File: src/rtl/uart_pkg.sv
// uart_pkg: shared UART constants and receive-FSM state encoding.
// Used by the deframer, its interface and the bench.
package uart_pkg;

  localparam int OVERSAMPLE_DEFAULT = 16;

  localparam logic PARITY_EVEN = 1'b0;
  localparam logic PARITY_ODD  = 1'b1;

  localparam logic [2:0] ST_IDLE   = 3'd0;
  localparam logic [2:0] ST_START  = 3'd1;
  localparam logic [2:0] ST_DATA   = 3'd2;
  localparam logic [2:0] ST_PARITY = 3'd3;
  localparam logic [2:0] ST_STOP   = 3'd4;

  typedef enum logic [2:0] {
    IDLE   = ST_IDLE,
    START  = ST_START,
    DATA   = ST_DATA,
    PARITY = ST_PARITY,
    STOP   = ST_STOP
  } rx_state_e;

endpackage

File: src/rtl/uart_rx_deframer_if.sv
// uart_rx_deframer_if: serial-side inputs and word-side results of the UART receiver.
// The master side drives the line and ticks; the slave side is the deframer.
interface uart_rx_deframer_if #(
  parameter int DATA_BITS = 8
);
  logic                 BaudTick;
  logic                 RxIn;
  logic                 ParityType;
  logic [DATA_BITS-1:0] DataOut;
  logic                 DoneFlag;
  logic                 ParityError;
  logic                 StopError;
  logic                 Active;

  modport master (
    output BaudTick, RxIn, ParityType,
    input  DataOut, DoneFlag, ParityError, StopError, Active
  );

  modport slave (
    input  BaudTick, RxIn, ParityType,
    output DataOut, DoneFlag, ParityError, StopError, Active
  );
endinterface

File: src/rtl/uart_rx_sync.sv
// uart_rx_sync: two-flop synchronizer for the asynchronous serial line.
// Resets to 1 so a reset never looks like a start bit.
module uart_rx_sync (
  input  logic Clock,
  input  logic Reset,
  input  logic RxIn,
  output logic RxSync
);
  logic meta;

  always_ff @(posedge Clock) begin
    if (Reset) begin
      meta   <= 1'b1;
      RxSync <= 1'b1;
    end else begin
      meta   <= RxIn;
      RxSync <= meta;
    end
  end
endmodule

File: src/rtl/uart_rx_deframer.sv
// uart_rx_deframer: oversampled UART receiver recovering start/data/stop frames.
// Build option: define UART_RX_PARITY_EN to receive and check one parity bit per frame.
//
// state  | meaning
// IDLE   | line idle, waiting for rxs low on a tick
// START  | counting to mid start bit to reject glitches
// DATA   | sampling DATA_BITS payload bits mid-bit, LSB first
// PARITY | sampling the parity bit (parity builds only)
// STOP   | sampling the stop bit, then delivering the word
module uart_rx_deframer
  import uart_pkg::*;
#(
  parameter int DATA_BITS  = 8,
  parameter int OVERSAMPLE = OVERSAMPLE_DEFAULT
) (
  input logic               Clock,
  input logic               Reset,
  uart_rx_deframer_if.slave rx
);
  localparam int CW = $clog2(OVERSAMPLE);
  localparam int BW = $clog2(DATA_BITS);
  localparam logic [CW-1:0] HALF_CNT = CW'(OVERSAMPLE / 2 - 1);
  localparam logic [CW-1:0] LAST_CNT = CW'(OVERSAMPLE - 1);
  localparam logic [BW-1:0] LAST_BIT = BW'(DATA_BITS - 1);

  logic                 rxs;
  logic [2:0]           state;
  logic [CW-1:0]        tickCnt;
  logic [BW-1:0]        bitCnt;
  logic [DATA_BITS-1:0] shiftReg;
`ifdef UART_RX_PARITY_EN
  logic                 parityErr;
`else
  logic                 unusedParityType;
  assign unusedParityType = rx.ParityType;
  assign rx.ParityError   = 1'b0;
`endif

  uart_rx_sync u_sync (
    .Clock  (Clock),
    .Reset  (Reset),
    .RxIn   (rx.RxIn),
    .RxSync (rxs)
  );

  assign rx.Active = (state != ST_IDLE);

  always_ff @(posedge Clock) begin
    if (Reset) begin
      state       <= ST_IDLE;
      tickCnt     <= '0;
      bitCnt      <= '0;
      shiftReg    <= '0;
      rx.DataOut  <= '0;
      rx.DoneFlag <= 1'b0;
      rx.StopError <= 1'b0;
`ifdef UART_RX_PARITY_EN
      parityErr      <= 1'b0;
      rx.ParityError <= 1'b0;
`endif
    end else begin
      rx.DoneFlag <= 1'b0;
      if (rx.BaudTick) begin
        tickCnt <= tickCnt + 1'b1;
        case (state)
          ST_IDLE: begin
            tickCnt <= '0;
            if (!rxs) state <= ST_START;
          end
          ST_START: begin
            // Mid start bit: a high line here was only a glitch
            if (tickCnt == HALF_CNT) begin
              tickCnt <= '0;
              bitCnt  <= '0;
              state   <= rxs ? ST_IDLE : ST_DATA;
            end
          end
          ST_DATA: begin
            if (tickCnt == LAST_CNT) begin
              tickCnt  <= '0;
              shiftReg <= {rxs, shiftReg[DATA_BITS-1:1]};
              bitCnt   <= bitCnt + 1'b1;
              if (bitCnt == LAST_BIT) begin
`ifdef UART_RX_PARITY_EN
                state <= ST_PARITY;
`else
                state <= ST_STOP;
`endif
              end
            end
          end
`ifdef UART_RX_PARITY_EN
          ST_PARITY: begin
            if (tickCnt == LAST_CNT) begin
              tickCnt   <= '0;
              parityErr <= (^{shiftReg, rxs}) != (rx.ParityType == PARITY_ODD);
              state     <= ST_STOP;
            end
          end
`endif
          ST_STOP: begin
            // Deliver even on a framing error; consumer decides via StopError
            if (tickCnt == LAST_CNT) begin
              tickCnt      <= '0;
              state        <= ST_IDLE;
              rx.DataOut   <= shiftReg;
              rx.StopError <= !rxs;
              rx.DoneFlag  <= 1'b1;
`ifdef UART_RX_PARITY_EN
              rx.ParityError <= parityErr;
`endif
            end
          end
          default: begin
            state   <= ST_IDLE;
            tickCnt <= '0;
          end
        endcase
      end
    end
  end
endmodule

File: src/flat_wrapper.sv
// flat-port wrapper written by rule: the top's interface ports become plain ports
module uart_rx_deframer_flat import uart_pkg::*;
#(
  parameter int DATA_BITS  = 8,
  parameter int OVERSAMPLE = OVERSAMPLE_DEFAULT
)
  (Clock, Reset, rx_BaudTick, rx_RxIn, rx_ParityType, rx_DataOut, rx_DoneFlag, rx_ParityError, rx_StopError, rx_Active);
  uart_rx_deframer_if #(.DATA_BITS(DATA_BITS)) rx_i ();
  input logic Clock;
  input logic Reset;
  input wire logic [$bits(rx_i.BaudTick)-1:0] rx_BaudTick;
  input wire logic [$bits(rx_i.RxIn)-1:0] rx_RxIn;
  input wire logic [$bits(rx_i.ParityType)-1:0] rx_ParityType;
  output wire logic [$bits(rx_i.DataOut)-1:0] rx_DataOut;
  output wire logic [$bits(rx_i.DoneFlag)-1:0] rx_DoneFlag;
  output wire logic [$bits(rx_i.ParityError)-1:0] rx_ParityError;
  output wire logic [$bits(rx_i.StopError)-1:0] rx_StopError;
  output wire logic [$bits(rx_i.Active)-1:0] rx_Active;
  assign rx_i.BaudTick = rx_BaudTick;
  assign rx_i.RxIn = rx_RxIn;
  assign rx_i.ParityType = rx_ParityType;
  assign rx_DataOut = rx_i.DataOut;
  assign rx_DoneFlag = rx_i.DoneFlag;
  assign rx_ParityError = rx_i.ParityError;
  assign rx_StopError = rx_i.StopError;
  assign rx_Active = rx_i.Active;
  uart_rx_deframer #(.DATA_BITS(DATA_BITS), .OVERSAMPLE(OVERSAMPLE)) u_core (.Clock(Clock), .Reset(Reset), .rx(rx_i));
endmodule
File: config.mk
export PLATFORM = sky130hd
export DESIGN_NAME = uart_rx_deframer_flat
export DESIGN_NICKNAME = d
export VERILOG_FILES = /design/src/rtl/uart_pkg.sv /design/src/rtl/uart_rx_deframer_if.sv /design/src/rtl/uart_rx_sync.sv /design/src/rtl/uart_rx_deframer.sv /design/src/flat_wrapper.sv
export SDC_FILE = /design/constraint.sdc
export NUM_CORES = 1
export LEC_CHECK = 0
export ABC_AREA = 1
export ABC_CLOCK_PERIOD_IN_PS = 1300
export CORE_ASPECT_RATIO = 0.5
export CORE_MARGIN = 2
export CORE_UTILIZATION = 40
export DETAILED_ROUTE_END_ITERATION = 6
export PLACE_DENSITY = 0.6
export RECOVER_POWER = 50
export SYNTH_ARGS = -nofsm -noshare
export SYNTH_HDL_FRONTEND = slang
export SYNTH_SLANG_ARGS = --single-unit
File: constraint.sdc
create_clock -name Clock -period 1.3 [get_ports Clock]
set_input_delay 0.13 -clock Clock [delete_from_list [all_inputs] [get_ports Clock]]
set_output_delay 0.13 -clock Clock [all_outputs]
set_load 0.005 [all_outputs]
==> flow_summary.ini, run 1 <==
[setup_path]
crit_fanout = 5
worstPathCellList = ha_4 > buf_4 > nand2_2 > nor2_2 > nor2_1 > nor2_2 > nand3_2 > nand2_1 > nand2_1 > nor2_1
critPathLaunchType = flip-flop
critical_path_class = reg2reg
required_ns = 1.51
cp-end-kind = flip-flop
slowest_stage = dfxtp_2
crit_path_max_incr_delay_ns = 0.36
worstPathArrival_ns = 1.70

[finish]
antenna-diode-count = 0
final_cell_mix = 41 x nor2_1, 23 x dfxtp_1, 21 x buf_4
fill_cells = 262
multi_input_comb_area_um2 = 727
final_common_cell = nor2_1
nets = 229
layout-drive-gt1-share_pct = 37.8
register_area_um2 = 614
area_growth_pct = 48.7

[timing]
hold_viol = 0
layout_setup_ws_ns = -0.194
fmax_mhz = 669
report.final.slew_viol_count = 0
rsz0062_at_grt = yes
period_share_pct = 115
finalCriticalPeriod_ns = 1.49
setup_viol = 24
finClkSkew_ns = 0.00513
final.setup.tns_ns = -3.27

[synth]
ys_warn_count = 0
synthTopCellsByArea = dfxtp_1 46%, nor2_1 14%, nand2_1 7.7%
syn_area_per_cell_um2 = 7.47
synthesis.nets = 184
synth_edf_count = 0
ys_ff_latch = 30
yosys.area.top_type = dfxtp_1
synth.distinct_cells = 26
seq_area_frac_synth_pct = 45.7
synth-async-reset-ratio_pct = 0
ys.flop_type = dfxtp_1
yosys.area.top_type_share_pct = 45.7
syn-instance-count = 176
mappedNetlistArea_um2 = 1320

[global_route]
grt_pass1_wl_mm = 5.18
antenna_found_initial = 0
grt_max_degree = 15
overflow = 0
grt_pass1_vias = 1152
grt_use_total_pct = 18.0

[place]
place_congestion = 0.804
post-place-ws_ns = -0.127
dp_hpwl_mm = 1.89
port-buffer-count = 14

[power_and_ir_drop]
ir_worst_vdd_mv = 0.853
pwr_density_cell_nw_per_um2 = 1860
cellLeakagePower_nw = 0.897

[min_path]
hold_path_class = in2reg

[route]
wire_per_inst_um = 12.2
vias = 1256
route.detailed.drc = 0
first_iter_violations = 35
drtAntennaViolNets = 0
wirelength_mm = 3.19
vias_per_cell = 4.79
dr.pass1.iters = 4

[floorplanning]
start_util_pct = 42.9
io_pins = 17
fp.dieH_um = 44.5
core_region_area_um2 = 3070
dieArea_um2 = 3790
die_w_um = 85.1
num_rows = 14

[cts]
numCtsBuffers = 5
cts_tree = done
cts-root-buf = clkbuf_8
cts.sinks = 30
cts.path.max_buffers = 2
clkTransAtPathRegs_ns = 0.07
htree_levels = 2
insertion_delay_ns = 0.28

[status]
violations = setup timing
outcome = finished, violations left

[flow_run]
drv_cap = 0
## sequential cells by signal (all words and copies together), names as in the netlist
signal	flops
u_core.tickCnt	4
u_core.u_sync.meta	1
u_core.shiftReg	8
u_core.rx.DataOut	8
u_core.u_sync.RxSync	1
u_core.rx.DoneFlag	1
u_core.state	3
u_core.bitCnt	3
u_core.rx.StopError	1
## Yosys cell counts (2+ instances only)
cell type	number
nor3_4	2
ha_1	3
dfxtp_1	30
nand3_1	8
nand2_2	2
o21ai_1	8
inv_2	4
or2_2	2
o21ai_2	2
o21ai_0	9
nand2_1	27
nor2_2	4
a21oi_1	5
inv_1	10
nor3_1	2
nor2_1	48
## report_power, final
part	switching (W)	total [W]	internal [W]
Sequential	0.0000952	0.00113	0.00104
Combinational	0.000793	0.00133	0.000533
Clock	0.000366	0.00118	0.000817
Total	0.00125	0.00364	0.00239
## what timing repair did
action	4_1_cts	5_1_grt
hold buffers	0	0
gates resized for setup	30	25
pin swaps	8	16
gates cloned	2	0
buffers inserted	6	6
setup endpoints to repair	25	30
endpoints found under the hold margin	0	0
## stage by stage
stage | cells | power [W] | area, um2 | hold slack (ns) | utilization [%]
after floorplan | 176 | 0.00183 | 1320 | 0.199 | -
after global placement | 240 | 0.00211 | 1580 | 0.396 | 51.6
after detailed placement | 240 | 0.00213 | 1580 | 0.396 | 51.6
after CTS | 256 | 0.00345 | 1870 | 0.398 | 60.9
after global routing | 262 | 0.00386 | 1960 | 0.430 | 63.8
final | 262 | 0.00364 | 1960 | 0.407 | 63.8
## worst max-delay path: cells and delay by family (launching register included)
| family | cells | cell delay, ns |
|---|---|---|
| DFF | 1 | 0.36 |
| adders and majority gates | 1 | 0.15 |
| and+or+nand+nor | 8 | 0.81 |
| buffers and inverters | 1 | 0.11 |
## layer usage
metal / GRT usage, % / share of wire, % / up-vias
met5: 0 / 0 / -
met4: 9.84 / 2.4 / 0
met3: 5.04 / 4.1 / 9
met2: 27.8 / 45 / 31
met1: 23.2 / 48 / 569
li1: - / - / 647
## final cells by class
type / instances / area share, %
Clock buffer: 6 / 4.22
Multi-Input combinational cell: 128 / 37.2
Clock inverter: 2 / 3.07
Timing Repair Buffer: 41 / 18.2
Timing Repair inverter: 1 / 0.384
Tap cell: 40 / 2.56
Sequential cell: 30 / 31.4
Inverter: 14 / 2.94
## kinds of logic after synthesis
| kind of cell | after synthesis | share of synthesized area [%] |
|---|---|---|
| XOR/XNOR | 1 | 0.666 |
| adder cells (fa/ha/maj) | 3 | 2.85 |
| other | 1 | 0.285 |
| AO/OA/AOI/OAI | 25 | 10.4 |
| flip-flops | 30 | 45.7 |
| buffers and inverters | 18 | 6.09 |
| AND/OR/NAND/NOR | 98 | 34.1 |
## worst paths after layout
check,startpoint,end,slack [ns],cells after the start
worst min register to register,u_core.u_sync.meta$_SDFF_PP1_,u_core.u_sync.RxSync$_SDFF_PP1_,0.41,1
worst max-delay path,u_core.tickCnt[0]$_SDFFE_PP0P_,u_core.state[2]$_SDFFE_PP0P_,-0.19,10
worst min-delay path,rx_RxIn,u_core.u_sync.meta$_SDFF_PP1_,0.41,2
worst max register to register,u_core.tickCnt[0]$_SDFFE_PP0P_,u_core.state[2]$_SDFFE_PP0P_,-0.19,10
Note: power is estimated with default switching activity, not from simulation.
==> run 2: changes to the inputs <==
Settings changed: SETUP_SLACK_MARGIN set to 0.4.
==> flow_summary.ini, run 2 (synthesis gave the netlist of run 1 again) <==
[place]
post-place-ws_ns = -0.164
postPlaceCellArea_um2 = 1650
dp_hpwl_mm = 2.01
port-buffer-count = 14
place_congestion = 0.818

[global_route]
antenna_found_initial = 0
grt_max_degree = 17
grt_pass1_vias = 1101
grt_use_total_pct = 17.6
grt_pass1_wl_mm = 5.05
overflow = 0

[finish]
area_growth_pct = 54.0
antenna-diode-count = 0
nets = 230
reg_top3 = u_core.rx.DataOut: 8 flops, u_core.shiftReg: 8 flops, u_core.tickCnt: 4 flops
final_common_cell = nor2_1
fin_util_pct = 66.1
layout-drive-gt1-share_pct = 48.9
final_area_um2 = 2030
final_cell_mix = 40 x nor2_1, 21 x buf_4, 20 x dfxtp_1

[setup_path]
critPathLaunchType = flip-flop
slowest_stage = dfxtp_2
critPathTopFamily = simple AND/OR/NAND/NOR gates
critical_path_class = reg2reg
worstPathArrival_ns = 1.56
crit_path_max_incr_delay_ns = 0.35
r2r_setup_slack_ns = -0.05
crit_top_cell = buf_6
cp-end-kind = flip-flop
required_ns = 1.51
path_buf_inv = 2
crit_fanout = 6
worstPathCellList = ha_4 > nand3_4 > nor3_4 > buf_6 > buf_6 > o21ai_2 > nor2_1

[timing]
finalCriticalPeriod_ns = 1.35
setup_viol = 14
finClkSkew_ns = 0.00429
fmax_mhz = 743
rsz0062_at_grt = yes
period_share_pct = 103
layout_setup_ws_ns = -0.0455
report.final.slew_viol_count = 0
hold_viol = 0

[cts]
htree_levels = 2
clkTransAtPathRegs_ns = 0.07
cts.path.max_buffers = 2
cts_tree = done
cts-root-buf = clkbuf_8
insertion_delay_ns = 0.28
cts.sinks = 30
numCtsBuffers = 5

[route]
route.detailed.drc = 0
drtAntennaViolNets = 0
dr.pass1.iters = 4
vias_per_cell = 4.84
first_iter_violations = 40
wire_per_inst_um = 13.0
vias = 1274
wirelength_mm = 3.41

[floorplanning]
die_w_um = 85.1
dieArea_um2 = 3790
fp.dieH_um = 44.5
core_region_area_um2 = 3070
start_util_pct = 42.9
io_pins = 17
num_rows = 14

[power_and_ir_drop]
p_int_w = 0.00261
p_sw_share_pct = 35.6
pwr_density_cell_nw_per_um2 = 2010
power.total_w = 0.00406
p_comb_share_pct = 42.3
p_seq_share_pct = 28.5
cellLeakagePower_nw = 0.945
ir_worst_vdd_mv = 1.67
p_clk_share_pct = 29.2
power_switching_w = 0.00145

[status]
violations = setup timing
outcome = finished, violations left

[min_path]
hold_path_class = in2reg

[flow_run]
drv_cap = 0
-- run 2: repair_timing --
item	CTS	global route
resized for setup	72	41
endpoints found under the setup margin	39	29
hold buffers	0	0
pin swaps	12	17
buffers inserted	4	7
-- run 2: final timing paths --
path	cells past startpoint	startpoint	to
worst max register to register	7	u_core.tickCnt[0]$_SDFFE_PP0P_	u_core.shiftReg[3]$_SDFFE_PP0P_
worst min register to register	1	u_core.u_sync.meta$_SDFF_PP1_	u_core.u_sync.RxSync$_SDFF_PP1_
worst min-delay path	2	rx_RxIn	u_core.u_sync.meta$_SDFF_PP1_
worst max-delay path	7	u_core.tickCnt[0]$_SDFFE_PP0P_	u_core.shiftReg[3]$_SDFFE_PP0P_
-- run 2: final cells by class --
class | instances | area, um2
clock buffers | 6 | 82.6
clock inverters | 2 | 60.1
fillers | 258 | 1040
inverters | 14 | 62.6
multi-input cells | 128 | 821
flip-flops and latches | 30 | 618
well taps | 40 | 50.0
repair buffers | 43 | 332
-- run 2: power groups by stage --
stage	combinational [W]	clock (W)	sequential [W]
6_report	0.00172	0.00119	0.00116
5_1_grt	0.00186	0.00125	0.00117
4_1_cts	0.00138	0.00120	0.00117
3_5_place_dp	0.00112	0	0.00116
3_3_place_gp	0.00110	0	0.00116
2_1_floorplan	0.000760	0	0.00114
-- run 2: stage by stage --
stage	cells	TNS, ns	hold slack (ns)
2_1_floorplan	176	0	0.192
3_3_place_gp	244	-2.27	0.398
3_5_place_dp	244	-2.47	0.399
4_1_cts	256	-0.00569	0.402
5_1_grt	263	-1.81	0.424
6_report	263	-0.193	0.408
-- run 2: routing by layer --
metal	vias up	wire (um)	part of all wire, %	GRT usage [%]
li1	647	-	-	-
met1	589	1530	45	23.6
met2	36	1660	49	27.0
met3	2	195	5.7	5.60
met4	0	27	0.79	6.67
met5	-	0	0	0
==> run 3: changes to the inputs <==
Settings changed: CELL_PAD_IN_SITES_DETAIL_PLACEMENT set to 1, CELL_PAD_IN_SITES_GLOBAL_PLACEMENT set to 2, CORE_ASPECT_RATIO 0.5 to 1.4, CORE_UTILIZATION 40 to 28, PLACE_DENSITY 0.6 to 0.71, SYNTH_HIERARCHICAL set to 1.
==> flow_summary.ini, run 3 <==
[floorplanning]
start_util_pct = 29.3
io_pins = 17
die_w_um = 62.3
core_region_area_um2 = 4540
dieArea_um2 = 5330
fp.dieH_um = 85.5
num_rows = 29

[timing]
fmax_mhz = 781
finClkSkew_ns = 0.00570
layout_setup_ws_ns = 0.0203
hold_viol = 0
final.setup.tns_ns = 0
finalCriticalPeriod_ns = 1.28
rsz0062_at_grt = yes
setup_viol = 0
hold_ws_ns = 0.384
report.final.slew_viol_count = 0
period_share_pct = 98.4

[status]
outcome = complete, no violations

[route]
wl_met3_um = 91
vias_per_cell = 4.61
wire_per_inst_um = 12.7
met2_length_mm = 1.99
drtAntennaViolNets = 0
first_iter_violations = 40
wirelength_met1_mm = 1.41
route.detailed.drc = 0
vias = 1282
highest_layer = met4
wirelength_mm = 3.53
dr.pass1.iters = 4

[synth]
yosys.area.top_type_share_pct = 45.2
synth-async-reset-ratio_pct = 0
synth_edf_count = 0
mappedNetlistArea_um2 = 1330
synth_common_cells = 43 x nor2_1, 30 x dfxtp_1, 21 x nand2_1
syn-instance-count = 176
ys_ff_latch = 30
synthesis.nets = 184
synth-simple-area-share_pct = 29.2
ys.flop_type = dfxtp_1
synthTopCellsByArea = dfxtp_1 45%, nor2_1 12%, nand2_1 5.9%
ys_warn_count = 6
synth-xor-area-share_pct = 0.659
synth.most_common_cell = nor2_1
synth_top_family_by_area = simple AND/OR/NAND/NOR gates
synth-compound-area-share_pct = 14.1
syn_area_per_cell_um2 = 7.56
synth.distinct_cells = 27
yosys.area.top_type = dfxtp_1
yosys.area_share.adder_pct = 2.82
seq_area_frac_synth_pct = 45.2
synth_mux_area_share_pct = 0

[finish]
area_growth_pct = 48.6
layout-drive-gt1-share_pct = 41.2
fill_cells = 566
nets = 223
reg_top3 = u_core/rx.DataOut: 8 flops, u_core/shiftReg: 8 flops, u_core/tickCnt: 4 flops
fin_cells = 278
final_common_cell = nor2_1
antenna-diode-count = 0
final_cell_mix = 40 x nor2_1, 23 x dfxtp_1, 18 x buf_4

[place]
dp_cells = 258
dp_hpwl_mm = 2.40
place_congestion = 0.754
post-place-ws_ns = -0.116
port-buffer-count = 14

[global_route]
grt_use_total_pct = 14.0
grt_pass1_wl_mm = 5.91
grt_max_degree = 24
overflow = 0
antenna_found_initial = 0
grt_pass1_vias = 1324

[setup_path]
critPathLaunchType = flip-flop
critical_path_class = reg2reg
worstPathArrival_ns = 1.44
r2r_setup_slack_ns = 0.02
crit_fanout = 6
required_ns = 1.46
cp-end-kind = flip-flop

[cts]
ctsHoldBuffers = 0
cts_tree = done
clkTransAtPathRegs_ns = 0.06
htree_levels = 2
cts-root-buf = clkbuf_8
cts.sinks = 30
cts.path.max_buffers = 2
numCtsBuffers = 5
insertion_delay_ns = 0.27

[power_and_ir_drop]
ir_worst_vdd_mv = 0.509
cellLeakagePower_nw = 0.871
pwr_density_cell_nw_per_um2 = 1400
power.total_w = 0.00277

[flow_run]
drv_cap = 0

[min_path]
hold_path_class = in2reg
-- run 3: cell count changes in the layout (fill, tap and decap cells not counted), sizes merged, moves of 2 or more --
cell and delta:
a21oi +4, buf -8, bufinv -2, clkbuf +3, inv +2, nand2 -4
nor2 -8, o21bai +3, or2 -2
-- run 3: area by class of cell --
type | count | area [um2] | area share, %
clock buffers | 8 | 110 | 5.57
flip-flops and latches | 30 | 617 | 31.2
well taps | 62 | 77.6 | 3.92
multi-input cells | 124 | 810 | 40.9
inverters | 17 | 68.8 | 3.48
repair buffers | 37 | 294 | 14.9
-- run 3: what timing repair did --
action	in CTS	in global routing
pin swaps	10	14
endpoints found under the setup margin	39	31
setup buffers	6	6
resized for setup	76	22
-- run 3: cell families (layout without fill, tap and decap cells) --
family	after synthesis	after routing
AO/OA/AOI/OAI	33	33
flip-flops	30	30
XOR/XNOR	1	1
AND/OR/NAND/NOR	86	86
buffers and inverters	22	62
adder cells (fa/ha/maj)	3	3
other	1	1
-- run 3: path summary, 6_finish.rpt --
kind                                      start                               to  cells after the start
setup / recovery  u_core/bitCnt[0]$_SDFFE_PP0P_     u_core/state[1]$_SDFFE_PP0P_                      8
hold / removal                          rx_RxIn    u_core/u_sync/meta$_SDFF_PP1_                      3
setup reg to reg  u_core/bitCnt[0]$_SDFFE_PP0P_     u_core/state[1]$_SDFFE_PP0P_                      8
hold reg to reg   u_core/u_sync/meta$_SDFF_PP1_  u_core/u_sync/RxSync$_SDFF_PP1_                      2
-- run 3: where the power goes --
part	switching [W]	leakage (nW)	internal, W
clock network	0.000339	0.0575	0.000534
registers	0.0000470	0.247	0.000971
logic	0.000471	0.567	0.000407
total	0.000857	0.871	0.00191
-- run 3: critical path, cell delays in order, from the launching register on --
cell and delay (ns):
dfxtp_2 0.32, ha_1 0.19, ha_1 0.17, inv_1 0.07
nand3_2 0.10, nand3_4 0.14, o21bai_4 0.08, nand2_1 0.06
nor2_1 0.04
-- run 3: metal layers --
metal	global-route usage (%)	up-vias
met2	27.2	17
met3	3.02	4
li1	-	637
met4	6.06	0
met1	14.3	624
met5	0	-
-- run 3: stage by stage --
step	cell area, um2	util [%]
global placement	1670	36.7
floorplan	1390	-
global route	1980	43.6
CTS	1860	41.1
finish	1980	43.6
detailed placement	1670	36.7
